$ cat src/rtl/dummy_pkg.sv
// Shared types and default constants for the event scanner slice.
// Also carries the index-width helper used to size channel indices.
package dummy_pkg;

  typedef enum logic [1:0] {
    STARTUP = 2'd0,
    RUN     = 2'd1,
    HOLD    = 2'd2
  } state_e;

  localparam int unsigned DefaultNumChannels   = 8;
  localparam int unsigned DefaultCntWidth      = 16;
  localparam int unsigned DefaultStartupCycles = 1000;

  // Same contract as cf_math_pkg::idx_width: at least one bit, even for a single entry.
  function automatic int unsigned idx_width(input int unsigned num);
    return (num > 32'd1) ? unsigned'($clog2(num)) : 32'd1;
  endfunction

endpackage

$ cat src/rtl/dummy_event_scanner_if.sv
// Output-event handshake between the scanner (master) and its consumer (slave).
interface dummy_event_scanner_if #(
  parameter int unsigned IdxWidth = dummy_pkg::idx_width(dummy_pkg::DefaultNumChannels)
) ();

  logic                evt_valid_o;
  logic [IdxWidth-1:0] evt_idx_o;
  logic                evt_ready_i;

  modport master (
    output evt_valid_o,
    output evt_idx_o,
    input  evt_ready_i
  );

  modport slave (
    input  evt_valid_o,
    input  evt_idx_o,
    output evt_ready_i
  );

endinterface

$ cat src/rtl/dummy_event_scanner_lzc.sv
// Leading/trailing zero counter with the common_cells lzc interface.
// MODE=0 yields the index of the lowest set bit, MODE=1 the count of leading zeros.
module lzc
  import dummy_pkg::*;
#(
  parameter int unsigned WIDTH     = 2,
  parameter bit          MODE      = 1'b0,
  parameter int unsigned CNT_WIDTH = idx_width(WIDTH)
) (
  input  logic [WIDTH-1:0]     in_i,
  output logic [CNT_WIDTH-1:0] cnt_o,
  output logic                 empty_o
);

  logic [WIDTH-1:0]     in_ordered;
  logic [CNT_WIDTH-1:0] chain [WIDTH];

  // Reversing the input turns a leading-zero count into a lowest-set-bit search.
  for (genvar g = 0; g < WIDTH; g++) begin : g_order
    if (MODE) begin : g_rev
      assign in_ordered[g] = in_i[WIDTH-1-g];
    end else begin : g_fwd
      assign in_ordered[g] = in_i[g];
    end
  end

  assign chain[WIDTH-1] = in_ordered[WIDTH-1] ? CNT_WIDTH'(WIDTH-1) : '0;

  for (genvar g = 0; g < WIDTH-1; g++) begin : g_chain
    assign chain[g] = in_ordered[g] ? CNT_WIDTH'(g) : chain[g+1];
  end

  assign cnt_o   = chain[0];
  assign empty_o = ~|in_i;

endmodule

$ cat src/rtl/dummy_event_scanner.sv
// Collects single-cycle event strobes into a pending set and emits them one at a
// time, lowest channel first, over a valid/ready handshake; counts dropped events.
module dummy_event_scanner
  import dummy_pkg::*;
#(
  parameter int unsigned NumChannels   = DefaultNumChannels,
  parameter int unsigned CntWidth      = DefaultCntWidth,
  parameter int unsigned StartupCycles = DefaultStartupCycles
) (
  input  logic                   clk_i,
  input  logic                   rst_i,
  input  logic                   enable_i,
  input  logic [NumChannels-1:0] evt_i,
  dummy_event_scanner_if.master  evt_if,
  output logic [NumChannels-1:0] pending_o,
  output logic                   alive_o,
  output logic [CntWidth-1:0]    drop_cnt_o
);

  localparam int unsigned IdxWidth = idx_width(NumChannels);
  localparam int unsigned SuWidth  = (StartupCycles > 1) ? $clog2(StartupCycles) : 1;
  localparam int unsigned PopWidth = $clog2(NumChannels + 1);
  localparam int unsigned SumWidth = CntWidth + PopWidth;
  localparam logic [NumChannels-1:0] OneLsb = NumChannels'(1);

  state_e               state_q, state_d;
  logic [SuWidth-1:0]   su_cnt_q, su_cnt_d;
  logic [NumChannels-1:0] pending_q, pending_d;
  logic [NumChannels-1:0] clr_mask, drop_vec;
  logic                 valid_q, valid_d;
  logic [IdxWidth-1:0]  idx_q, idx_d;
  logic                 alive_q;
  logic [CntWidth-1:0]  drop_q, drop_d;
  logic [PopWidth-1:0]  drop_num;
  logic [SumWidth-1:0]  drop_sum;
  logic [IdxWidth-1:0]  lzc_cnt;
  logic                 lzc_empty;
  logic                 handshake, load;

  lzc #(
    .WIDTH (NumChannels),
    .MODE  (1'b0)
  ) u_lzc (
    .in_i    (pending_q),
    .cnt_o   (lzc_cnt),
    .empty_o (lzc_empty)
  );

  // Startup runs for a fixed number of cycles; afterwards enable_i toggles RUN/HOLD.
  always_comb begin
    state_d  = state_q;
    su_cnt_d = su_cnt_q;
    unique case (state_q)
      STARTUP: begin
        if (su_cnt_q == SuWidth'(StartupCycles - 1)) begin
          state_d = RUN;
        end else begin
          su_cnt_d = su_cnt_q + SuWidth'(1);
        end
      end
      RUN:     if (!enable_i) state_d = HOLD;
      HOLD:    if (enable_i)  state_d = RUN;
      default: state_d = STARTUP;
    endcase
  end

  // A bit being handed to the output this cycle is free to be re-armed by a new strobe.
  always_comb begin
    handshake = valid_q & evt_if.evt_ready_i;
    load      = (state_q == RUN) & (~valid_q | handshake) & ~lzc_empty;
    clr_mask  = load ? (OneLsb << lzc_cnt) : '0;
    drop_vec  = evt_i & pending_q & ~clr_mask;
    pending_d = (pending_q & ~clr_mask) | evt_i;

    valid_d = valid_q;
    idx_d   = idx_q;
    if (load) begin
      valid_d = 1'b1;
      idx_d   = lzc_cnt;
    end else if (handshake) begin
      valid_d = 1'b0;
    end

    drop_num = PopWidth'($countones(drop_vec));
    drop_sum = SumWidth'(drop_q) + SumWidth'(drop_num);
    drop_d   = (|drop_sum[SumWidth-1:CntWidth]) ? '1 : drop_sum[CntWidth-1:0];
  end

  always_ff @(posedge clk_i) begin
    if (rst_i) begin
      state_q   <= STARTUP;
      su_cnt_q  <= '0;
      pending_q <= '0;
      valid_q   <= 1'b0;
      idx_q     <= '0;
      alive_q   <= 1'b0;
      drop_q    <= '0;
    end else begin
      state_q   <= state_d;
      su_cnt_q  <= su_cnt_d;
      pending_q <= pending_d;
      valid_q   <= valid_d;
      idx_q     <= idx_d;
      alive_q   <= alive_q | (state_d != STARTUP);
      drop_q    <= drop_d;
    end
  end

  assign evt_if.evt_valid_o = valid_q;
  assign evt_if.evt_idx_o   = idx_q;
  assign pending_o          = pending_q;
  assign alive_o            = alive_q;
  assign drop_cnt_o         = drop_q;

endmodule

$ cat src/flat_wrapper.sv
// flat-port wrapper written by rule: the top's interface ports become plain ports
module dummy_event_scanner_flat import dummy_pkg::*;
#(
  parameter int unsigned NumChannels   = DefaultNumChannels,
  parameter int unsigned CntWidth      = DefaultCntWidth,
  parameter int unsigned StartupCycles = DefaultStartupCycles
)
  (clk_i, rst_i, enable_i, evt_i, pending_o, alive_o, drop_cnt_o, evt_if_evt_valid_o, evt_if_evt_idx_o, evt_if_evt_ready_i);
  dummy_event_scanner_if #(.IdxWidth(3)) evt_if_i ();
  input  logic clk_i;
  input  logic rst_i;
  input  logic enable_i;
  input  logic [NumChannels-1:0] evt_i;
  output logic [NumChannels-1:0] pending_o;
  output logic alive_o;
  output logic [CntWidth-1:0] drop_cnt_o;
  output wire logic [$bits(evt_if_i.evt_valid_o)-1:0] evt_if_evt_valid_o;
  output wire logic [$bits(evt_if_i.evt_idx_o)-1:0] evt_if_evt_idx_o;
  input wire logic [$bits(evt_if_i.evt_ready_i)-1:0] evt_if_evt_ready_i;
  assign evt_if_evt_valid_o = evt_if_i.evt_valid_o;
  assign evt_if_evt_idx_o = evt_if_i.evt_idx_o;
  assign evt_if_i.evt_ready_i = evt_if_evt_ready_i;
  dummy_event_scanner #(.NumChannels(NumChannels), .CntWidth(CntWidth), .StartupCycles(StartupCycles)) u_core (.clk_i(clk_i), .rst_i(rst_i), .enable_i(enable_i), .evt_i(evt_i), .evt_if(evt_if_i), .pending_o(pending_o), .alive_o(alive_o), .drop_cnt_o(drop_cnt_o));
endmodule
$ cat config.mk
export PLATFORM = sky130hd
export DESIGN_NAME = dummy_event_scanner_flat
export DESIGN_NICKNAME = d
export VERILOG_FILES = /design/src/rtl/dummy_pkg.sv /design/src/rtl/dummy_event_scanner_if.sv /design/src/rtl/dummy_event_scanner_lzc.sv /design/src/rtl/dummy_event_scanner.sv /design/src/flat_wrapper.sv
export SDC_FILE = /design/constraint.sdc
export NUM_CORES = 1
export LEC_CHECK = 0
export CORE_UTILIZATION = 40
export DETAILED_ROUTE_END_ITERATION = 10
export PLACE_DENSITY = 0.63
export SLEW_MARGIN = 20
export SYNTH_ARGS = -nofsm -noshare
export SYNTH_HDL_FRONTEND = slang
export SYNTH_SLANG_ARGS = --single-unit
export TNS_END_PERCENT = 1
$ cat constraint.sdc
create_clock -name clk_i -period 5.3 [get_ports clk_i]
set_input_delay 1.325 -clock clk_i [delete_from_list [all_inputs] [get_ports clk_i]]
set_output_delay 1.325 -clock clk_i [all_outputs]
set_load 0.02 [all_outputs]
==> results of run 1 <==
[synth_stat cells, types with 3 or more instances]
cell type,n,area share
inv_1,22,0.038
nor2_1,32,0.056
clkbuf_1,5,0.0087
fa_1,5,0.046
xor2_1,9,0.037
ha_1,11,0.064
and3_1,7,0.020
o21ai_1,4,0.0093
o21ai_2,3,0.012
nand4_1,5,0.015
a21oi_1,26,0.060
xnor2_1,11,0.045
nand2b_1,5,0.015
nand2_1,15,0.026
mux2i_1,3,0.014
nor3_1,7,0.016
nand3_1,4,0.0093
dfxtp_1,41,0.38
[state kept, by name, summed over array words and instances (netlist names)]
register and flops:
u_core.pending_o 8, u_core.evt_if.evt_idx_o 3, u_core.alive_o 1, u_core.state_q 2, u_core.drop_cnt_o 16, u_core.evt_if.evt_valid_o 1
u_core.su_cnt_q 10
[cells by family after synthesis]
logic type      share of synthesized area
compound gates                     0.1552
xor+xnor                          0.08135
fa+ha+maj                          0.1104
buf+inv                           0.04939
flops                              0.3812
mux                               0.01395
simple gates                       0.2086
[what timing repair did]
action	in CTS	in global routing
endpoints found under the setup margin	16	0
resized for setup	22	0
buffers inserted	2	0
[worst max path at each step]
stage                     slack, ns               endpoint
final                          0.20   u_core.drop_cnt_o[9]
after global routing           0.02   u_core.drop_cnt_o[9]
after CTS                      0.21   u_core.drop_cnt_o[9]
after detailed placement      -0.53  u_core.drop_cnt_o[14]
after global placement        -0.48  u_core.drop_cnt_o[11]
after floorplan                0.08  u_core.drop_cnt_o[13]
[stage by stage]
step | hold slack, ns | area, um2 | instances | setup TNS (ns) | setup WS [ns]
3_3_place_gp | 0.4692 | 2738 | 364 | -6.266 | -0.4847
4_1_cts | 0.5012 | 2930 | 373 | 0 | 0.2093
2_1_floorplan | 0.4792 | 2153 | 244 | 0 | 0.08058
6_report | 0.4990 | 2930 | 373 | 0 | 0.2043
3_5_place_dp | 0.4805 | 2738 | 364 | -7.111 | -0.5287
5_1_grt | 0.5091 | 2930 | 373 | 0 | 0.02027
[final cells by class]
type | count | area share
clock buffers | 7 | 0.02946
inverters | 22 | 0.02818
multi-input cells | 175 | 0.4488
flip-flops and latches | 41 | 0.2801
well taps | 70 | 0.02989
repair buffers | 58 | 0.1836
[layer usage]
| metal | part of all wire | GRT usage | vias to the layer above | routed length [um] |
|---|---|---|---|---|
| li1 | - | - | 943 | - |
| met2 | 0.48 | 0.2867 | 30 | 2181 |
| met3 | 0.031 | 0.04365 | 6 | 141 |
| met4 | 0.0091 | 0.04321 | 0 | 41 |
| met5 | 0 | 0 | - | 0 |
| met1 | 0.48 | 0.2426 | 838 | 2155 |
[power breakdown]
group | switching (mW) | leakage (nW) | internal [mW]
sequential | 0.0178 | 0.334 | 0.327
combinational | 0.0952 | 0.769 | 0.103
clock | 0.104 | 0.0443 | 0.103
[worst register-to-register path, cell delays in order (launching register included)]
cell,delay (ns)
dfxtp_1,0.38
nor4_1,0.46
nand4_4,0.13
nand2b_4,0.18
o21ai_2,0.17
nor2_1,0.06
ha_2,0.31
inv_2,0.03
fa_2,0.34
fa_1,0.51
inv_1,0.04
ha_2,0.16
fa_1,0.55
ha_4,0.23
and3_4,0.18
a221oi_4,0.36
nor2_2,0.11
xnor2_1,0.17
a21oi_1,0.07
==> run summary, run 1 <==
final worst-path cycle share: 0.9615
crit-path cells: dlygate4sd2_1 -> nand2b_4 -> nand4_4 -> nand2b_4 -> o21ai_2 -> nor2_1 -> ha_2 -> inv_2 -> fa_2 -> fa_1 -> inv_1 -> ha_2 -> fa_1 -> ha_4 -> and3_4 -> a221oi_4 -> nor2_2 -> xnor2_1 -> a21oi_1
Avg WL per Cell: 12.12 um
Vias per Instance: 4.871
Final setup viols: 0
H-tree depth: 2
vias in the first global route: 1666
FILL cells: 527
flop2flop setup slack: 0.69 ns
DR DRC count: 0
maximum VDD drop: 0.1843 mV
# diodes: 0
CP peak stage delay: 0.55 ns
initial core utilization: 0.4189
crit end category: register
global-route usage over all layers: 0.1784
drt total wl: 4.519 mm
Reg clk slew, reported paths: 0.07 ns
Pwr Total: 0.7516 mW
Syn-to-layout area delta: 36.08%
startpoint types: input port
die area: 5681 um2
Die Y: 75.37 um
hold worst-path end: u_core.alive_o
status: finished clean
worst-margin pin slew: 0.5382 ns
CP arrival: 5.25 ns
post-synthesis sequential area ratio: 0.3812
max cap viols: 0
Slew Viols, Final: 0
Synth Warn #: 0
leak pwr: 1.147 nW
Setup CP Type: in2reg
R2R Path Start: u_core.pending_o[3]
Mean Syn Cell Area: 8.825 um2
TritonCTS Buffers: 5
share of synthesized registers carrying an async set or reset: 0
ANT nets after route: 0
Yosys reg bits: 41
Worst Path Buf+Inv: 3
minimum clock period: 5.096 ns
Worst Setup SP: evt_if_evt_ready_i
WP data required: 5.46 ns
Final Hold Vio Count: 0
pin count of the biggest net entering global routing: 43
RePlAce Congestion: 0.7678
global-route wire length before repair: 7.631 mm
synth unique cells: 45
Overflow after GRT: 0
port buffer count: 40
fmax: 196.2 MHz
IO Count: 41
Post-Route Utilization: 0.5701
most frequent cells in the layout: dfxtp_1 (41), clkdlybuf4s50_1 (39), nor2_1 (32)
Max Clock Skew: 0.007556 ns
initial antenna violation count: 0
crit path max-delay cell type: fa_1
Worst Path Max Fanout: 5
detailed router's first-iteration violation count: 43
floorplan row count: 26
HP Class: reg2reg
chip width: 75.37 um
Multi-input gate area: 1315 um2
EDFF count, synth: 0
gate count of the mapped netlist: 244
Layout Nets: 331
commonest non-fill, non-tap cell in the layout: dfxtp_1
TritonRoute pass-1 iters: 5
Hold Path Depth: 1
via count: 1817
Slew HR: 0.6382
Main synth FF type: dfxtp_1
CORE AREA: 5140 um2
Min-Delay Startpoint: u_core.alive_o
CP top delay family: adder cells
clock sinks: 41
r2r worst-path depth: 18
Synth Cell Area: 2153 um2
critical path depth: 19
pwr/cell area: 256.5 nW/um2
layout cells sized above 1: 0.1914
RSZ-0062 raised after global routing: false
Storage cell area: 820.8 um2
clk_lat worst skew: 0.29 ns
Clock Tree Buf Depth: 2
DP Wirelength: 3.318 mm
CTS tree: built
Clock Root Buffer: clkbuf_8
Syn Nets: 272
R2R Path End: u_core.drop_cnt_o[9]
Hold Buf Count CTS: 0
(Power assumes the default switching activity.)
==> run 2, diff against run 1 <==
--- a/config.mk
+++ b/config.mk
@@ -7,7 +7,9 @@
 export LEC_CHECK = 0
 export CORE_UTILIZATION = 40
 export DETAILED_ROUTE_END_ITERATION = 10
-export PLACE_DENSITY = 0.63
+export DONT_BUFFER_PORTS = 1
+export HOLD_SLACK_MARGIN = 0.02
+export PLACE_DENSITY = 0.52
 export SLEW_MARGIN = 20
 export SYNTH_ARGS = -nofsm -noshare
 export SYNTH_HDL_FRONTEND = slang
==> run 2 against run 1 <==
Effect of this change: sequential share of layout area up 5.4 points; final cell count down 11%; count of clock-buffer cells in the layout unchanged; sequential power up 5.8%; non-clock buffer count down 40; first-iteration DRC count down 7.0%; via count down 8.7%; hold slack better by 0.031 ns; wire length down 4.8%; utilization down 9.2 points.
==> run summary, run 2 (synthesis results as in run 1) <==
CTS tree: built
global-route wire length before repair: 6.851 mm (-10%)
crit end category: register
final hold slack: 0.5295 ns (+0.03051 ns)
HP Class: reg2reg
detailed router's first-iteration violation count: 40 (-7.0%)
r2r worst-path depth: 18 (unchanged)
Overflow after GRT: 0 (unchanged)
CORE AREA: 5140 um2 (unchanged)
DP Wirelength: 3.126 mm (-5.8%)
pwr/cell area: 280.1 nW/um2 (+9.2%)
Reg clk slew, reported paths: 0.08 ns (about the same)
Post-Route Utilization: 0.4778 (-0.09226)
TritonCTS Buffers: 5 (unchanged)
Max Clock Skew: 0.008828 ns (+0.001272 ns)
maximum VDD drop: 0.1462 mV (-21%)
initial antenna violation count: 0 (unchanged)
max cap viols: 0 (unchanged)
chip width: 75.37 um (unchanged)
DR DRC count: 0 (unchanged)
Slew Viols, Final: 0 (unchanged)
RSZ-0062 raised after global routing: false
Final Hold Vio Count: 0 (unchanged)
Layout Nets: 291 (-12%)
Min-Delay Startpoint: u_core.su_cnt_q[1]
worst-margin pin slew: 0.5790 ns (+0.04085 ns)
Avg WL per Cell: 12.92 um (+6.6%)
clock sinks: 41 (unchanged)
Die Y: 75.37 um (unchanged)
H-tree depth: 2 (unchanged)
die area: 5681 um2 (unchanged)
Final setup viols: 0 (unchanged)
Clock Root Buffer: clkbuf_8
floorplan row count: 26 (unchanged)
hold worst-path end: u_core.su_cnt_q[1]
ANT nets after route: 0 (unchanged)
commonest non-fill, non-tap cell in the layout: dfxtp_1
pin count of the biggest net entering global routing: 43 (unchanged)
vias in the first global route: 1506 (-9.6%)
layout cells sized above 1: 0.1635 (-0.02792)
minimum clock period: 5.020 ns (-0.07548 ns)
Largest register FFs: 16 (unchanged)
R2R Path Start: u_core.pending_o[7]
clk_lat worst skew: 0.29 ns (about the same)
leak pwr: 0.9863 nW (-14%)
initial core utilization: 0.4189 (unchanged)
flop2flop setup slack: 0.47 ns (-0.22 ns)
RePlAce Congestion: 0.7144 (-7.0%)
startpoint types: input port
Slew HR: 0.6107 (-0.02747)
fmax: 199.2 MHz (+1.5%)
status: finished clean
WP data required: 5.48 ns (+0.02 ns)
final worst-path cycle share: 0.9472 (-0.01424)
Syn-to-layout area delta: 14.06%
Worst Path Max Fanout: 5 (unchanged)
TritonRoute pass-1 iters: 4 (-1)
Setup CP Type: in2reg
IO Count: 41 (unchanged)
# diodes: 0 (unchanged)
CP arrival: 5.20 ns (-0.05 ns)
via count: 1659 (-8.7%)
R2R Path End: u_core.drop_cnt_o[5]
drt total wl: 4.302 mm (-4.8%)
global-route usage over all layers: 0.1569 (-0.02151)
Hold Path Depth: 2 (+1)
Vias per Instance: 4.982 (+2.3%)
most frequent cells in the layout: dfxtp_1 (41), nor2_1 (32), a21oi_1 (25)
port buffer count: 0 (-100%)
FILL cells: 544 (+3.2%)
Clock Tree Buf Depth: 2 (unchanged)
run 2: what timing repair did:
| item | in CTS | in global routing |
|---|---|---|
| hold buffers | 0 | 0 |
| setup endpoints to repair | 0 | 2 |
| gates resized for setup | 0 | 3 |
| setup buffers | 0 | 1 |
run 2: how the worst max path moves through the flow:
| stage | from | to | slack, ns | cells after the start |
|---|---|---|---|---|
| 6_report | evt_if_evt_ready_i | u_core.drop_cnt_o[5] | 0.28 | 18 |
| 5_1_grt | evt_if_evt_ready_i | u_core.drop_cnt_o[5] | 0.06 | 18 |
| 4_1_cts | evt_if_evt_ready_i | u_core.drop_cnt_o[13] | 0.21 | 18 |
| 3_5_place_dp | evt_if_evt_ready_i | u_core.drop_cnt_o[15] | -0.08 | 17 |
| 3_3_place_gp | evt_if_evt_ready_i | u_core.drop_cnt_o[11] | -0.03 | 18 |
| 2_1_floorplan | evt_if_evt_ready_i | u_core.drop_cnt_o[13] | 0.08 | 18 |
run 2: through the flow:
stage / area (um2) / total power [mW] / setup slack [ns] / instances / setup TNS [ns]
after floorplan: 2153 / 0.4551 / 0.08058 / 244 / 0
after global placement: 2345 / 0.4873 / -0.03022 / 325 / -0.1248
after detailed placement: 2345 / 0.4883 / -0.08252 / 325 / -0.3423
after CTS: 2431 / 0.6976 / 0.2142 / 332 / 0
after global routing: 2456 / 0.7273 / 0.05543 / 333 / 0
final: 2456 / 0.6880 / 0.2798 / 333 / 0
run 2: area by class of cell:
type                            count  area (um2)  area share
Clock buffer                        7       86.33     0.03515
Multi-Input combinational cell    175        1244      0.5064
Tap cell                           70       87.58     0.03566
Timing Repair Buffer               18       135.1     0.05502
Inverter                           22       82.58     0.03362
Sequential cell                    41       820.8      0.3342
run 2: where the power goes:
part	internal, mW	switching, mW	total [mW]
sequential	0.327	0.0379	0.365
clock	0.103	0.105	0.208
combinational	0.0573	0.0573	0.115
total	0.488	0.200	0.688
run 2: worst max-delay path, stage by stage:
cell and delay, ns:
nand2b_4 0.12, nand4_2 0.11, nand2b_4 0.18, o21ai_2 0.14
nor2_1 0.06, ha_1 0.21, fa_1 0.53, inv_1 0.05
fa_1 0.53, inv_1 0.04, ha_1 0.19, fa_1 0.43
ha_1 0.31, and3_1 0.22, a221oi_4 0.36, buf_4 0.18
xor2_1 0.14, a21oi_1 0.08
run 2: metal layers:
layer	vias to the layer above	global-route usage	share of wire
li1	855	-	-
met1	764	0.2120	0.50
met2	35	0.2470	0.44
met3	5	0.04365	0.042
met4	0	0.04321	0.0095
met5	-	0	0
==> run 3, diff against run 2 <==
--- a/config.mk
+++ b/config.mk
@@ -6,10 +6,11 @@
 export NUM_CORES = 1
 export LEC_CHECK = 0
 export CORE_UTILIZATION = 40
+export CTS_BUF_LIST = sky130_fd_sc_hd__clkbuf_8 sky130_fd_sc_hd__clkbuf_16
 export DETAILED_ROUTE_END_ITERATION = 10
 export DONT_BUFFER_PORTS = 1
 export HOLD_SLACK_MARGIN = 0.02
-export PLACE_DENSITY = 0.52
+export PLACE_DENSITY = 0.5
 export SLEW_MARGIN = 20
 export SYNTH_ARGS = -nofsm -noshare
 export SYNTH_HDL_FRONTEND = slang
==> constraint.sdc (replaced) <==
create_clock -name clk_i -period 4.97 [get_ports clk_i]
set_input_delay 1.2425 -clock clk_i [delete_from_list [all_inputs] [get_ports clk_i]]
set_output_delay 1.2425 -clock clk_i [all_outputs]
set_load 0.02 [all_outputs]
==> run 3 against run 2 <==
Effect of this change: total power is 15% higher; non-clock buffer count is 2 higher; critical endpoint is now u_core.drop_cnt_o[9]; critical path depth is 1 higher.
==> run summary, run 3 (synthesis results as in run 1) <==
Pwr Total: 0.7942 mW (+15%)
Max Clock Skew: 0.003039 ns (-0.005789 ns)
minimum clock period: 4.763 ns
Slew HR: 0.6851 (+0.07436)
pwr/cell area: 308.9 nW/um2 (+10%)
most frequent cells in the layout: dfxtp_1 (41), nor2_1 (32), a21oi_1 (26)
RSZ-0062 raised after global routing: false
layout cells sized above 1: 0.2105 (+0.04703)
Post-Route Utilization: 0.5002 (+0.02239)
global-route wire length before repair: 7.245 mm (+5.8%)
maximum VDD drop: 0.1277 mV (-13%)
floorplan row count: 26 (unchanged)
worst-margin pin slew: 0.4681 ns (-0.1109 ns)
die area: 5681 um2 (unchanged)
R2R Path End: u_core.drop_cnt_o[9]
Syn-to-layout area delta: 19.41%
fmax: 210.0 MHz
vias in the first global route: 1565 (+3.9%)
pin count of the biggest net entering global routing: 43 (unchanged)
initial core utilization: 0.4189 (unchanged)
Vias per Instance: 4.952 (-0.59%)
Fin Setup TNS: 0 ns (unchanged)
startpoint types: input port
Avg WL per Cell: 13.13 um (+1.6%)
FILL cells: 524 (-3.7%)
Largest register FFs: 16 (unchanged)
initial antenna violation count: 0 (unchanged)
CTS tree: built
max cap viols: 0 (unchanged)
CP arrival: 5.00 ns (-0.20 ns)
DP Wirelength: 3.248 mm (+3.9%)
flop2flop setup slack: 0.43 ns (-0.04 ns)
global-route usage over all layers: 0.1706 (+0.01365)
# diodes: 0 (unchanged)
CORE AREA: 5140 um2 (unchanged)
clock sinks: 41 (unchanged)
Min-Delay Startpoint: u_core.su_cnt_q[9]
R2R Path Start: u_core.pending_o[7]
Overflow after GRT: 0 (unchanged)
HP Class: reg2reg
leak pwr: 1.020 nW (+3.4%)
detailed router's first-iteration violation count: 45 (+13%)
final hold slack: 0.5286 ns (-0.0009070 ns)
clk_lat worst skew: 0.30 ns (about the same)
TritonRoute pass-1 iters: 4 (unchanged)
number of cells in the finished layout apart from fillers: 336 (+0.90%)
chip width: 75.37 um (unchanged)
WP data required: 5.20 ns (-0.28 ns)
Inst Count DP: 326 (+0.31%)
hold worst-path end: u_core.su_cnt_q[9]
final worst-path cycle share: 0.9583
Hold Path Depth: 2 (unchanged)
Final Hold Vio Count: 0 (unchanged)
IO Count: 41 (unchanged)
Slew Viols, Final: 0 (unchanged)
Layout Nets: 293 (+0.69%)
DR DRC count: 0 (unchanged)
Die Y: 75.37 um (unchanged)
Worst Path Max Fanout: 4 (-1)
Reg clk slew, reported paths: 0.08 ns (about the same)
H-tree depth: 2 (unchanged)
port buffer count: 0 (unchanged)
commonest non-fill, non-tap cell in the layout: dfxtp_1
Final setup viols: 0 (unchanged)
Clock Root Buffer: clkbuf_8
via count: 1664 (+0.30%)
RePlAce Congestion: 0.7401 (+3.6%)
Hold Buf Count CTS: 0 (unchanged)
Setup CP Type: in2reg
TritonCTS Buffers: 5 (unchanged)
crit end category: register
drt total wl: 4.412 mm (+2.6%)
ANT nets after route: 0 (unchanged)
status: finished clean
r2r worst-path depth: 19 (+1)
Clock Tree Buf Depth: 2 (unchanged)
-- run 3: cell count changes in the layout (fill, tap and decap cells not counted), sizes merged --
cell / previous run / this run
inv: 22 / 23
clkinv: 0 / 1
buf: 18 / 20
bufinv: 0 / 1
clkbuf: 7 / 5
-- run 3: area by class of cell --
cell class	instances	area, um2	area share
clock buffer	5	68.82	0.02676
clock inverter	3	42.54	0.01654
inverter	22	82.58	0.03212
multi-input combinational	175	1315	0.5114
sequential	41	820.8	0.3192
tap	70	87.58	0.03406
timing repair buffer	20	153.9	0.05985
-- run 3: per-stage QoR --
stage / area (um2) / setup WS [ns]
2_1_floorplan: 2228 / -0.005501
3_3_place_gp: 2425 / -0.1719
3_5_place_dp: 2425 / -0.1642
4_1_cts: 2536 / 0.1329
5_1_grt: 2571 / 0.002290
6_report: 2571 / 0.2071
-- run 3: worst max-delay path, stage by stage --
cell      delay (ns)
nand2b_4        0.12
nand4_4         0.10
nand2b_4        0.18
o21ai_2         0.15
nor2_1          0.06
ha_2            0.31
inv_1           0.04
fa_2            0.34
fa_1            0.51
inv_1           0.04
ha_2            0.16
fa_1            0.56
ha_4            0.22
and3_4          0.18
a221oi_4        0.27
buf_6           0.16
nor2_4          0.04
xnor2_1         0.14
a21oi_1         0.16
-- run 3: layer usage --
layer  vias up  routed length [um]  track usage  part of all wire
li1        871                   -            -                 -
met3         6                 324      0.06878             0.073
met2        33                1980       0.2688              0.45
met5         -                   0            0                 0
met4         0                  55      0.04321             0.012
met1       754                2051       0.2181              0.46
-- run 3: how the worst max path moves through the flow --
stage	startpoint	end	slack [ns]	cells past startpoint
finish	evt_if_evt_ready_i	u_core.drop_cnt_o[9]	0.21	19
global placement	evt_if_evt_ready_i	u_core.drop_cnt_o[10]	-0.17	18
global route	evt_if_evt_ready_i	u_core.drop_cnt_o[9]	0.002	19
detailed placement	evt_if_evt_ready_i	u_core.drop_cnt_o[7]	-0.16	18
floorplan	evt_if_evt_ready_i	u_core.drop_cnt_o[7]	-0.006	18
CTS	evt_if_evt_ready_i	u_core.drop_cnt_o[6]	0.13	18
-- run 3: power breakdown --
| part | internal, mW | leakage, nW | switching, mW | total [mW] |
|---|---|---|---|---|
| Sequential | 0.349 | 0.334 | 0.0375 | 0.386 |
| Clock | 0.149 | 0.0595 | 0.122 | 0.270 |
| Combinational | 0.0684 | 0.626 | 0.0690 | 0.137 |
-- run 3: repair_timing --
action,4_1_cts,5_1_grt
gates resized for setup,0,4
setup endpoints to repair,0,15
buffers inserted,0,2
